==> src/rtl/synth_pkg.sv <==
// Shared types for the synthesizer octave-select front end.
package synth_pkg;

  typedef enum logic [1:0] {
    IDLE      = 2'd0,
    MUTE_PRE  = 2'd1,
    APPLY     = 2'd2,
    MUTE_POST = 2'd3
  } oct_state_t;

  localparam int NUM_OCT_DEF = 4;
  localparam int OCT_W       = $clog2(NUM_OCT_DEF);

  typedef logic [OCT_W-1:0] oct_idx_t;

endpackage

==> src/rtl/button_debounce.sv <==
// Raw button to clean one-cycle press pulse: 2-FF sync, consecutive-cycle
// debounce counter on the accepted level, registered rising-edge detect.
module button_debounce #(
  parameter int DEBOUNCE_CYCLES = 16
) (
  input  logic clk,
  input  logic rst,
  input  logic btn_i,
  output logic press_o
);

  localparam int CNT_W = $clog2(DEBOUNCE_CYCLES + 1);

  logic             sync1_q, sync2_q;
  logic             level_q, level_dly_q;
  logic             press_q;
  logic [CNT_W-1:0] cnt_q;

  always_ff @(posedge clk or posedge rst) begin
    if (rst) begin
      sync1_q     <= 1'b0;
      sync2_q     <= 1'b0;
      level_q     <= 1'b0;
      level_dly_q <= 1'b0;
      press_q     <= 1'b0;
      cnt_q       <= '0;
    end else begin
      sync1_q     <= btn_i;
      sync2_q     <= sync1_q;
      level_dly_q <= level_q;
      press_q     <= level_q & ~level_dly_q;
      // Any cycle agreeing with the accepted level restarts the count.
      if (sync2_q == level_q) begin
        cnt_q <= '0;
      end else if (cnt_q == CNT_W'(DEBOUNCE_CYCLES - 1)) begin
        cnt_q   <= '0;
        level_q <= ~level_q;
      end else begin
        cnt_q <= cnt_q + CNT_W'(1);
      end
    end
  end

  assign press_o = press_q;

endmodule

==> src/rtl/octave_controller.sv <==
// Octave-select sequencer: debounced up/down presses step a saturating index,
// each change bracketed by mute windows so the divider bank switches silently.
module octave_controller
  import synth_pkg::*;
#(
  parameter int NUM_OCT         = NUM_OCT_DEF,
  parameter int DEBOUNCE_CYCLES = 16,
  parameter int MUTE_CYCLES     = 8
) (
  input  logic                       clk,
  input  logic                       rst,
  input  logic                       oct_up_btn,
  input  logic                       oct_down_btn,
  output logic [$clog2(NUM_OCT)-1:0] oct_sel,
  output logic                       mute,
  output logic                       oct_changed,
  output logic                       busy
);

  localparam int SEL_W  = $clog2(NUM_OCT);
  localparam int MCNT_W = $clog2(MUTE_CYCLES + 1);

  logic              up_press, dn_press;
  logic              req_up, req_dn;
  oct_state_t        state_q, state_d;
  logic [MCNT_W-1:0] mcnt_q, mcnt_d;
  logic              dir_dn_q, dir_dn_d;
  logic [SEL_W-1:0]  sel_q, sel_d;
  logic              mute_q, busy_q, chg_q;

  button_debounce #(.DEBOUNCE_CYCLES(DEBOUNCE_CYCLES)) u_up_db (
    .clk     (clk),
    .rst     (rst),
    .btn_i   (oct_up_btn),
    .press_o (up_press)
  );

  button_debounce #(.DEBOUNCE_CYCLES(DEBOUNCE_CYCLES)) u_dn_db (
    .clk     (clk),
    .rst     (rst),
    .btn_i   (oct_down_btn),
    .press_o (dn_press)
  );

  always_ff @(posedge clk or posedge rst) begin
    if (rst) begin
      state_q  <= IDLE;
      mcnt_q   <= '0;
      dir_dn_q <= 1'b0;
      sel_q    <= '0;
      mute_q   <= 1'b0;
      busy_q   <= 1'b0;
      chg_q    <= 1'b0;
    end else begin
      state_q  <= state_d;
      mcnt_q   <= mcnt_d;
      dir_dn_q <= dir_dn_d;
      sel_q    <= sel_d;
      mute_q   <= (state_d != IDLE);
      busy_q   <= (state_d != IDLE);
      chg_q    <= (state_d == APPLY);
    end
  end

  always_comb begin
    state_d  = state_q;
    mcnt_d   = mcnt_q;
    dir_dn_d = dir_dn_q;
    sel_d    = sel_q;
    // Simultaneous presses cancel; requests past either end are dropped.
    req_dn   = dn_press & ~up_press & (sel_q != SEL_W'(NUM_OCT - 1));
    req_up   = up_press & ~dn_press & (sel_q != '0);
    case (state_q)
      IDLE: begin
        if (req_dn || req_up) begin
          state_d  = MUTE_PRE;
          mcnt_d   = '0;
          dir_dn_d = req_dn;
        end
      end
      MUTE_PRE: begin
        if (mcnt_q == MCNT_W'(MUTE_CYCLES - 1)) begin
          state_d = APPLY;
          sel_d   = dir_dn_q ? sel_q + SEL_W'(1) : sel_q - SEL_W'(1);
        end else begin
          mcnt_d = mcnt_q + MCNT_W'(1);
        end
      end
      APPLY: begin
        state_d = MUTE_POST;
        mcnt_d  = '0;
      end
      MUTE_POST: begin
        if (mcnt_q == MCNT_W'(MUTE_CYCLES - 1)) begin
          state_d = IDLE;
        end else begin
          mcnt_d = mcnt_q + MCNT_W'(1);
        end
      end
      default: state_d = IDLE;
    endcase
  end

  assign oct_sel     = sel_q;
  assign mute        = mute_q;
  assign busy        = busy_q;
  assign oct_changed = chg_q;

endmodule

==> config.mk <==
export PLATFORM = sky130hd
export DESIGN_NAME = octave_controller
export DESIGN_NICKNAME = d
export VERILOG_FILES = /design/src/rtl/synth_pkg.sv /design/src/rtl/button_debounce.sv /design/src/rtl/octave_controller.sv
export SDC_FILE = /design/constraint.sdc
export NUM_CORES = 1
export LEC_CHECK = 0
export CAP_MARGIN = 40
export CORE_ASPECT_RATIO = 1.2
export CORE_MARGIN = 2
export CORE_UTILIZATION = 35
export CTS_BUF_LIST = sky130_fd_sc_hd__clkbuf_4 sky130_fd_sc_hd__clkbuf_8 sky130_fd_sc_hd__clkbuf_16
export DETAILED_ROUTE_END_ITERATION = 10
export PLACE_DENSITY_LB_ADDON = 0.15
export SKIP_CTS_REPAIR_TIMING = 1
export SYNTH_ARGS = -nofsm -noshare
export SYNTH_HDL_FRONTEND = slang
export SYNTH_SLANG_ARGS = --single-unit
==> constraint.sdc <==
create_clock -name clk -period 3.2 [get_ports clk]
set_input_delay 0.64 -clock clk [delete_from_list [all_inputs] [get_ports clk]]
set_output_delay 0.64 -clock clk [all_outputs]
set_load 0.02 [all_outputs]
==> qor.csv <==
metric,value,unit
status,finished clean,
final core utilization,41.6,%
largest net degree at the start of global routing,32,
final wirelength,1.94,mm
worst-path cell chain,clkdlybuf4s50_1,
Port Buffers,8,
critical path peak fanout,7,
skew final,9.37,ps
CTS clock-pin slew for the worst setup and hold paths,60,ps
number of synthesized register bits,31,
multiplexer share of the synthesized area,2.58,%
minimum clock period,2010,ps
max-slew violation count,0,
Clock Sinks,31,
wl on met1,898,microns
CTS Buf Count,5,
Die Ht,71.1,microns
maximum VDD drop,267,uV
"commonest non-fill, non-tap cell in the layout",dfrtp_1,
dpl hpwl,1.34,mm
Via density,5.04,
"Seq/Total Area, Yosys",59.2,%
TritonCTS clock tree,done,
WL met3,87,microns
Worst slew margin,73.9,%
fillers,362,
highest metal layer with signal wires,met4,
combinational family with the most area after synthesis,simple AND/OR/NAND/NOR gates,
met2 WL post-DR,937,microns
Final nets,128,
Setup crit end kind,output port,
CP top delay family,buffers and inverters,
P&R area growth vs syn,14.2,%
initial antenna violation count,0,
initial core utilization,36.4,%
DR DRC count,0,
vias,801,
post-synthesis cell area,1310,sq um
final hold vios,0,
row cnt,24,
Yosys top cell area share,59.2,%
first-pass GRT wire length,3.48,mm
Worst Path Buf+Inv,1,
worst-margin pin slew,391,ps
leading area contributor after synthesis,dfrtp_1,
final setup fails,0,
max cap viols,0,
Global Route Usage Sum,11.5,%
Final TNS setup,0,ps
Crit Path Category,flop to output port,
period utilization,62.7,%
# IOs,9,
RSZ-0062 raised after global routing,false,
Die X,59.9,microns
ANT cells,0,
vias in the first global route,784,
Synth Area in XOR/XNOR,6.01,%
Post-Syn Instances,108,
PwrDens,488,nW/um^2
Adder-Cell Fraction of Synth Area,2.86,%
first drt pass iteration count,4,
CTS root buf,clkbuf_8,
Core Region,3600,sq um
critical path's largest stage delay,640,ps
Syn Area/Cell,12.1,sq um
largest cells by area after synthesis,"dfrtp_1 59%, xor2_1 5.3%, nor2_1 4.0%",
total grt overflow,0,
P_leak,0.771,nW
CP Launch Type,flop,
Clock Tree Buf Depth,2,
Final GP Congestion,0.777,
simple-gate share of the synthesized area,17.3,%
share of cells above drive strength 1,12.5,%
Yosys warning total,0,
CP Data Arrival Time,1370,ps
fmax,499,MHz
Initial DRC Count,23,
CTS HTree Levels,2,
Antenna Nets Post-Route,0,
worst path required time,2560,ps
most frequent cells in the layout,"31 x dfrtp_1, 14 x nor2_1, 8 x xor2_1, 8 x clkdlybuf4s50_1, 7 x nand3_1",
die area,4250,sq um
Synth cell types,30,
"Slowest-stage cell, CP",clkdlybuf4s50_1,
Hold Crit Class,flop to flop,
Compound-Gate Fraction of Synth Area,8.40,%
syn_nets,115,
wire length per cell,12.2,microns
clk_lat worst skew,280,ps
## where the power goes
| group | switching [W] | leakage, nW | internal, W |
|---|---|---|---|
| Clock | 0.000125 | 0.0406 | 0.000153 |
| Combinational | 0.0000199 | 0.312 | 0.0000162 |
| Sequential | 0.0000111 | 0.418 | 0.000406 |
| Total | 0.000156 | 0.771 | 0.000575 |
## final cells by class
cell class	count	area, sq um	area share [%]
clock buffer	6	76.3	5.10
inverter	6	22.5	1.50
multi-input combinational	68	487	32.5
sequential	31	776	51.8
tap	39	48.8	3.26
timing repair buffer	9	87.6	5.85
## path summary, 6_finish.rpt
kind                                 startpoint         endpoint  slack [ps]  cells past startpoint
worst max-delay path                 oct_sel[0]       oct_sel[0]        1190                      1
worst min-delay path            u_dn_db.sync1_q  u_dn_db.sync2_q         350                      0
worst max register to register        mcnt_q[0]       oct_sel[1]        1780                      4
worst min register to register  u_dn_db.sync1_q  u_dn_db.sync2_q         350                      0
max in group asynchronous                   rst      oct_changed        2180                      3
min in group asynchronous                   rst        mcnt_q[2]         740                      3
## synth_stat cells, drive strengths merged
master / count
dfrtp: 31
ha: 3
nor4b: 1
o21ai: 3
nand2b: 1
nor2b: 4
nor4: 1
mux2: 3
o211ai: 1
and4b: 1
nand2: 2
a21o: 1
a221oi: 1
xnor2: 1
inv: 6
nand3: 7
xor2: 8
and2: 2
and3: 2
nor2: 14
o221a: 2
nand4b: 1
a22o: 1
a21oi: 2
o221ai: 1
o22a: 1
a31oi: 2
buf: 3
nor3: 2
## registers in the layout, summed over array words and instances, names as in the netlist
register,cells
oct_changed,1
state_q,2
mcnt_q,4
u_dn_db.level_dly_q,1
busy,1
u_dn_db.sync2_q,1
dir_dn_q,1
u_up_db.cnt_q,5
u_dn_db.cnt_q,5
u_dn_db.sync1_q,1
u_dn_db.level_q,1
u_up_db.sync1_q,1
u_up_db.sync2_q,1
oct_sel,2
u_dn_db.press_o,1
u_up_db.press_o,1
u_up_db.level_q,1
u_up_db.level_dly_q,1
## through the flow
step	area (sq um)	hold slack (ps)	setup slack [ps]	instances	total power, W
after CTS	1500	350	1180	159	0.000750
after global placement	1420	332	1500	153	0.000458
after floorplan	1310	331	1890	108	0.000448
after detailed placement	1420	336	1490	153	0.000461
after global routing	1500	368	1120	159	0.000776
final	1500	349	1190	159	0.000731
## kinds of logic after synthesis
family | Yosys count
compound gates | 15
mux | 3
simple gates | 38
xor+xnor | 9
buf+inv | 9
fa+ha+maj | 3
flops | 31
## metal layers
layer / vias up / track usage, %
met1: 387 / 15.0
met2: 14 / 15.0
met4: 0 / 5.93
met5: - / 0
li1: 398 / -
met3: 2 / 6.58
No activity file was read; power rests on OpenSTA's default activity.
